===== src/rtl/rs_pkg.sv =====
// Shared reservation-station types: widths, entry record, ALU opcodes and a tag-match helper.
// Used by alu_reserve_station and rs_select (which is also reused by the LSB station).
package rs_pkg;

  localparam int TAG_W      = 5;
  localparam int DATA_W     = 32;
  localparam int OP_W       = 5;
  localparam int RS_ENTRIES = 8;

  typedef struct packed {
    logic              busy;
    logic [OP_W-1:0]   op;
    logic [TAG_W-1:0]  dest;
    logic              q1;
    logic [TAG_W-1:0]  t1;
    logic [DATA_W-1:0] v1;
    logic              q2;
    logic [TAG_W-1:0]  t2;
    logic [DATA_W-1:0] v2;
  } rs_entry_t;

  localparam logic [OP_W-1:0] ALU_ADD  = 5'd0;
  localparam logic [OP_W-1:0] ALU_SUB  = 5'd1;
  localparam logic [OP_W-1:0] ALU_AND  = 5'd2;
  localparam logic [OP_W-1:0] ALU_OR   = 5'd3;
  localparam logic [OP_W-1:0] ALU_XOR  = 5'd4;
  localparam logic [OP_W-1:0] ALU_SLL  = 5'd5;
  localparam logic [OP_W-1:0] ALU_SRL  = 5'd6;
  localparam logic [OP_W-1:0] ALU_SRA  = 5'd7;
  localparam logic [OP_W-1:0] ALU_SLT  = 5'd8;
  localparam logic [OP_W-1:0] ALU_SLTU = 5'd9;

  // An operand still waiting on tag t is satisfied by a valid broadcast of the same tag.
  function automatic logic tag_hit(input logic pending, input logic [TAG_W-1:0] t,
                                   input logic wb_en, input logic [TAG_W-1:0] wb_tag);
    return pending & wb_en & (t == wb_tag);
  endfunction

endpackage


===== src/rtl/rs_select.sv =====
// Issue selector: ready vector -> one-hot grant + valid.
// RS_AGE_SELECT_EN defined: oldest-first via an N x N age matrix; undefined: lowest index wins.
module rs_select
  import rs_pkg::*;
#(
  parameter int N = 8
) (
  input  logic         clk,
  input  logic         rst,
  input  logic [N-1:0] alloc,
  input  logic [N-1:0] busy,
  input  logic [N-1:0] ready,
  output logic [N-1:0] grant,
  output logic         valid
);

  assign valid = |ready;

`ifdef RS_AGE_SELECT_EN
  // older_q[j][i] set means entry j was allocated before entry i.
  logic [N-1:0] older_q [N];
  logic [N-1:0] older_d [N];

  // NOTE: every variable driven here gets a default first, so no latch is inferred.
  always_comb begin
    older_d = older_q;
    for (int i = 0; i < N; i++) begin
      if (alloc[i]) begin
        for (int j = 0; j < N; j++) older_d[j][i] = busy[j];
        older_d[i] = '0;
      end
    end
  end

  // NOTE: state registers use non-blocking assignment so all flops update together.
  always_ff @(posedge clk) begin
    if (rst) begin
      for (int j = 0; j < N; j++) older_q[j] <= '0;
    end else begin
      older_q <= older_d;
    end
  end

  always_comb begin
    grant = '0;
    for (int i = 0; i < N; i++) begin
      logic blocked;
      blocked = 1'b0;
      for (int j = 0; j < N; j++) blocked = blocked | (ready[j] & older_q[j][i]);
      grant[i] = ready[i] & ~blocked;
    end
  end
`else
  logic unused_age;
  assign unused_age = ^{clk, rst, alloc, busy};

  // Isolate the lowest set bit of the ready vector.
  assign grant = ready & (~ready + {{(N-1){1'b0}}, 1'b1});
`endif

endmodule


===== src/rtl/alu_reserve_station.sv =====
// ALU reservation station: holds dispatched ops until both operands arrive, issues one per cycle.
// Issue order is set by rs_select; define RS_AGE_SELECT_EN for oldest-first selection.
module alu_reserve_station
  import rs_pkg::*;
#(
  parameter int ENTRIES = RS_ENTRIES
) (
  input  logic              clk,
  input  logic              rst,
  input  logic              flush,
  input  logic              disp_valid,
  output logic              disp_ready,
  input  logic [OP_W-1:0]   disp_op,
  input  logic [TAG_W-1:0]  disp_dest,
  input  logic              disp_q1,
  input  logic              disp_q2,
  input  logic [TAG_W-1:0]  disp_t1,
  input  logic [TAG_W-1:0]  disp_t2,
  input  logic [DATA_W-1:0] disp_v1,
  input  logic [DATA_W-1:0] disp_v2,
  input  logic              wb_en,
  input  logic [TAG_W-1:0]  wb_vregid,
  input  logic [DATA_W-1:0] wb_val,
  output logic              iss_valid,
  input  logic              iss_ready,
  output logic [OP_W-1:0]   iss_op,
  output logic [DATA_W-1:0] iss_a,
  output logic [DATA_W-1:0] iss_b,
  output logic [TAG_W-1:0]  iss_dest
);

  rs_entry_t ent_q [ENTRIES];
  rs_entry_t ent_d [ENTRIES];

  logic [ENTRIES-1:0] busy, ready, alloc, grant;
  logic sel_valid, disp_fire, iss_fire, wb_live;
  logic bp1, bp2;

  always_comb begin
    for (int i = 0; i < ENTRIES; i++) begin
      busy[i]  = ent_q[i].busy;
      ready[i] = ent_q[i].busy & ~ent_q[i].q1 & ~ent_q[i].q2;
    end
  end

  // Lowest free slot: lowest zero bit of busy.
  assign alloc      = ~busy & (busy + {{(ENTRIES-1){1'b0}}, 1'b1});
  assign disp_ready = ~rst & ~(&busy);
  assign disp_fire  = disp_valid & disp_ready & ~flush;
  assign wb_live    = wb_en & ~flush;

  rs_select #(.N(ENTRIES)) u_select (
    .clk   (clk),
    .rst   (rst),
    .alloc (alloc & {ENTRIES{disp_fire}}),
    .busy  (busy),
    .ready (ready),
    .grant (grant),
    .valid (sel_valid)
  );

  assign iss_valid = sel_valid & ~flush & ~rst;
  assign iss_fire  = iss_valid & iss_ready;

  always_comb begin
    iss_op   = '0;
    iss_a    = '0;
    iss_b    = '0;
    iss_dest = '0;
    for (int i = 0; i < ENTRIES; i++) begin
      if (grant[i]) begin
        iss_op   = iss_op   | ent_q[i].op;
        iss_a    = iss_a    | ent_q[i].v1;
        iss_b    = iss_b    | ent_q[i].v2;
        iss_dest = iss_dest | ent_q[i].dest;
      end
    end
  end

  // A dispatching operand whose tag is on the broadcast this cycle is captured directly.
  assign bp1 = tag_hit(disp_q1, disp_t1, wb_live, wb_vregid);
  assign bp2 = tag_hit(disp_q2, disp_t2, wb_live, wb_vregid);

  always_comb begin
    for (int i = 0; i < ENTRIES; i++) begin
      ent_d[i] = ent_q[i];
      if (tag_hit(ent_q[i].busy & ent_q[i].q1, ent_q[i].t1, wb_live, wb_vregid)) begin
        ent_d[i].q1 = 1'b0;
        ent_d[i].v1 = wb_val;
      end
      if (tag_hit(ent_q[i].busy & ent_q[i].q2, ent_q[i].t2, wb_live, wb_vregid)) begin
        ent_d[i].q2 = 1'b0;
        ent_d[i].v2 = wb_val;
      end
      if (iss_fire & grant[i]) ent_d[i].busy = 1'b0;
      if (disp_fire & alloc[i]) begin
        ent_d[i].busy = 1'b1;
        ent_d[i].op   = disp_op;
        ent_d[i].dest = disp_dest;
        ent_d[i].q1   = disp_q1 & ~bp1;
        ent_d[i].t1   = disp_t1;
        ent_d[i].v1   = bp1 ? wb_val : disp_v1;
        ent_d[i].q2   = disp_q2 & ~bp2;
        ent_d[i].t2   = disp_t2;
        ent_d[i].v2   = bp2 ? wb_val : disp_v2;
      end
      if (flush) ent_d[i].busy = 1'b0;
    end
  end

  // NOTE: only busy needs reset; payload fields are never observed while busy is clear.
  always_ff @(posedge clk) begin
    if (rst) begin
      for (int i = 0; i < ENTRIES; i++) ent_q[i].busy <= 1'b0;
    end else begin
      ent_q <= ent_d;
    end
  end

endmodule


===== config.mk =====
export PLATFORM = sky130hd
export DESIGN_NAME = alu_reserve_station
export DESIGN_NICKNAME = d
export VERILOG_FILES = /design/src/rtl/rs_pkg.sv /design/src/rtl/rs_select.sv /design/src/rtl/alu_reserve_station.sv
export SDC_FILE = /design/constraint.sdc
export NUM_CORES = 1
export LEC_CHECK = 0
export CAP_MARGIN = 20
export CORE_MARGIN = 4
export CORE_UTILIZATION = 45
export CTS_BUF_LIST = sky130_fd_sc_hd__clkbuf_4 sky130_fd_sc_hd__clkbuf_8 sky130_fd_sc_hd__clkbuf_16
export CTS_CLUSTER_DIAMETER = 80
export DETAILED_ROUTE_END_ITERATION = 10
export PLACE_DENSITY = 0.62
export SYNTH_ARGS = -nofsm -noshare
export SYNTH_HDL_FRONTEND = slang
export SYNTH_HIERARCHICAL = 1
export SYNTH_SLANG_ARGS = --single-unit

===== constraint.sdc =====
create_clock -name clk -period 7.15 [get_ports clk]
set_input_delay 1.43 -clock clk [delete_from_list [all_inputs] [get_ports clk]]
set_output_delay 1.43 -clock clk [all_outputs]
set_load 0.03 [all_outputs]

* Word-level counts from Yosys, hierarchy flattened
Cells that the tools add are included.
** Cells by class
- Add/subtract/negate cells :: 2
- Eq/ne operators :: 18
- Mux-type cells :: 82
- Bitwise gates (word level) :: 146
- Reduce and logical (&&, ||, !) cells :: 51
** Operator list (count)
- 2-to-1 mux 32 bit :: 34
- 2-to-1 mux 87 bit :: 8
- bitwise OR 32 bit :: 14
- AND 1 bit :: 93
- == test 5 bit :: 18
- 2-to-1 mux 5 bit :: 16
- bitwise OR 5 bit :: 14
- AND reduction 2 bit :: 24
- nonzero test 2 bit :: 24
- 2-to-1 mux 1 bit :: 24
- NOT 1 bit :: 21
- adder 8 x 1 -> 8 bit, second input constant :: 2
- AND 8 bit :: 2
- NOT 8 bit :: 2
- AND reduction 8 bit :: 1
- OR reduction 8 bit :: 1
- OR reduction 2 bit :: 1
** Storage, ports and cells
- Register bits after elaboration :: 696
- Bits of input ports :: 129
- Logic and storage cells :: 371

* Depth between registers and ports, before layout
- Depth in word-level cells :: 21
- Mapped depth :: 9

* Hierarchy
Netlist, hierarchy kept.
** By module, submodules not included
- alu_reserve_station :: times used 1, cells an instance 1996, area an instance 31649.1 um^2, sequential area each 20820.0 um^2
- rs_select :: times used 1, cells an instance 12, area an instance 96.3 um^2, sequential area each 0.0 um^2

* Worst setup path after synthesis
No wires, ideal clock.
- Kind :: input to register
- From :: input wb_vregid[1]
- To :: register ent_q[0] (netlist name) (enable)
- Arrival time :: 5.291 ns
- Path slack :: 1.343 ns
- Stages on the path :: 4
- Cells stage by stage :: buf_2 > xnor2_1 > nand4_1 > o41ai_1
** On the way
- Cells in the longest elaborated chain, start to end :: 4
** Ends and longest elaborated chain
- from (decl) :: RTL line alu_reserve_station.sv:22 : input logic [TAG_W-1:0] wb_vregid,
- == test 5 bit :: RTL line rs_pkg.sv:36 : return pending & wb_en & (t == wb_tag);
- AND 1 bit :: RTL line rs_pkg.sv:36
- nonzero test 2 bit (no source line)
- AND reduction 2 bit (no source line)
- to (signal assigned) :: RTL line alu_reserve_station.sv:116 : ent_q <= ent_d;
- to (decl) :: RTL line alu_reserve_station.sv:32 : rs_entry_t ent_q [ENTRIES];
Every way passes these cells.
A chain may end at the register's enable or synchronous reset.

* Worst setup path after layout
- From :: register ent_q, in the netlist busy[0]
- To :: output iss_b[2]
** RTL lines
- AND 1 bit * (2 in series) :: RTL line alu_reserve_station.sv:42 : ready[i] = ent_q[i].busy & ~ent_q[i].q1 & ~ent_q[i].q2;
- net ready[0] :: RTL line alu_reserve_station.sv:35 : logic [ENTRIES-1:0] busy, ready, alloc, grant;
- NOT 8 bit * :: RTL line rs_select.sv:58 : assign grant = ready & (~ready + {{(N-1){1'b0}}, 1'b1});
- adder 8 x 1 -> 8 bit * :: RTL line rs_select.sv:58
- AND 8 bit * :: RTL line rs_select.sv:58
- net grant[5] :: RTL line alu_reserve_station.sv:35
- 2-to-1 mux 32 bit * :: RTL line alu_reserve_station.sv:71 : if (grant[i]) begin
- bitwise OR 32 bit :: RTL line alu_reserve_station.sv:74 : iss_b = iss_b | ent_q[i].v2;
- 2-to-1 mux 32 bit * :: RTL line alu_reserve_station.sv:71
- bitwise OR 32 bit :: RTL line alu_reserve_station.sv:74
- 2-to-1 mux 32 bit * :: RTL line alu_reserve_station.sv:71
- to (decl) :: RTL line alu_reserve_station.sv:28 : output logic [DATA_W-1:0] iss_b,
The timed path passes the listed nets; every way through them passes the cells marked *.

==> flow_metrics.tcl <==
set metrics [dict create \
    status "finished clean" \
    clock.fmax_ghz 0.168 \
    setup_viol 0 \
    vias_per_cell 6.30 \
    coreArea_mm2 0.0699 \
    syn_area_mm2 0.0317 \
    syn_avg_cell_area_um2 15.9 \
    crit_fanout 46 \
    nFillCells 5710 \
    grt_pass1_vias 20300 \
    r2r_slack_ns 3.74 \
    dp_hpwl_um 55800 \
    grt_max_degree 68 \
    powerDensity_mw_per_mm2 232 \
    fp.dieW_um 273 \
    synth_cells 2001 \
    hp-class "register to register" \
    drive_gt1_frac 0.109 \
    cts_hold_buf 0 \
    yosys_warnings 6 \
    worstSetupStartpointType "register" \
    grt_pass1_wl_um 142000 \
    h-tree-depth 3 \
    cts-resized-gates 0 \
    drc 0 \
    final_cells 3164 \
    finalCritPeriodShare 0.834 \
    rsz0062_at_grt "no" \
    ioPinCount 205 \
    fin_nets 2296 \
    slew_headroom 0.224 \
    port_buffers 204 \
    cts_tree "done" \
    end_kind "output pin" \
    die_y_um 273 \
    grt_use_total 0.259 \
    fin_tns_setup_ns 0 \
    clk_pin_slew_ns 0.06 \
    placed_cell_area_mm2 0.0351 \
    worstPathRequired_ns 5.72 \
    post-cts-setup-buffers 0 \
    cts_buffers 73 \
    place_inst 3032 \
    cts_buffer_depth 3 \
    finalClockSkew_ns 0.0232 \
    min_path_cells 2 \
    r2r_end "ent_q[301]" \
    synth_nets 2130 \
    maxSlewViolCount 0 \
    final_common_cell "edfxtp_1" \
    syn_to_final_growth_pct 18.0 \
    gp_congestion 0.849 \
    worstRegToRegCells 5 \
    first_pass_iters 7 \
    worstMarginPinSlew_ns 1.16 \
    holdCritStartpoint "busy[6]" \
    clk_latency_ns 0.62 \
    holdPathEnd "busy[6]" \
    die_area_mm2 0.0748 \
    fin_area_mm2 0.0374 \
    grt_overflow 0 \
    clockRootBuffer "clkbuf_16" \
    antenna_found_initial 10 \
    seq_area_mm2 0.0208 \
    drt-initial-drc-count 1874 \
    wl_um 98700 \
    period_needed_ns 5.96 \
    drv_cap 0 \
    path_class "register to output pin" \
    vias 19900 \
    initial_core_util 0.454 \
    hold_viol 0 \
    reg2reg_from "busy[0]" \
    row_count 97 \
    avgRoutedWirePerCell_um 31.2 \
    final_cell_mix "688 x edfxtp_1, 498 x mux2_1, 296 x a22oi_1, 204 x clkdlybuf4s50_1, 100 x nand4_1" \
    critical_path_arrival_ns 4.53 \
    cts_sinks 696 \
    postRouteAntennaNets 0 \
    ir_drop_uv 170 \
    leakagePower_nw 11.7 \
    multiInputGateArea_mm2 0.0105 \
    fin_util 0.536 \
]
[cell type report]
class,count,area share
inverters,9,0.000902
diodes,3,0.000201
multi-input cells,1126,0.281
repair buffers,261,0.0673
clock buffers,101,0.0574
clock inverters,28,0.00551
well taps,940,0.0314
flip-flops and latches,696,0.556
[how the worst max path moves through the flow]
| stage | from | endpoint | slack [ns] | cells after the start |
|---|---|---|---|---|
| 5_1_grt | busy[0] | iss_b[2] | 1.07 | 8 |
| 4_1_cts | busy[0] | iss_b[2] | 1.16 | 8 |
| 2_1_floorplan | wb_vregid[1] | ent_q[0] | 1.34 | 4 |
| 6_report | busy[0] | iss_b[2] | 1.19 | 8 |
| 3_3_place_gp | busy[0] | iss_b[28] | 1.91 | 8 |
| 3_5_place_dp | busy[0] | iss_b[2] | 1.83 | 8 |
[state kept, by name, indices dropped and copies added, names as in the netlist]
name and count:
busy 8, ent_q 688
[power by group]
part	switching, mW	leakage [nW]	internal, mW
Combinational	0.224	4.30	0.179
Clock	1.55	1.19	2.21
Sequential	0.00563	6.26	4.50
Total	1.78	11.7	6.89
[metrics by stage]
step	power (mW)	setup slack, ns	hold slack, ns
2_1_floorplan	4.79	1.34	0.454
3_3_place_gp	4.98	1.91	0.480
3_5_place_dp	4.99	1.83	0.495
4_1_cts	8.73	1.16	0.499
5_1_grt	8.92	1.07	0.543
6_report	8.67	1.19	0.502
[layer usage]
layer / wire (um) / GRT usage / up-vias
li1: - / - / 8426
met1: 40500 / 0.340 / 10500
met2: 48100 / 0.434 / 856
met3: 6980 / 0.0485 / 178
met4: 3060 / 0.0896 / 8
met5: 44 / 0 / -
[critical path, stage by stage (launching register included)]
cell,delay [ns]
dfxtp_1,0.39
nor3b_2,0.19
buf_4,0.26
nor4_4,0.40
and3b_4,0.86
buf_4,0.58
a22oi_1,0.18
nand4_1,0.26
clkdlybuf4s50_1,0.73
(Power assumes the default switching activity.)
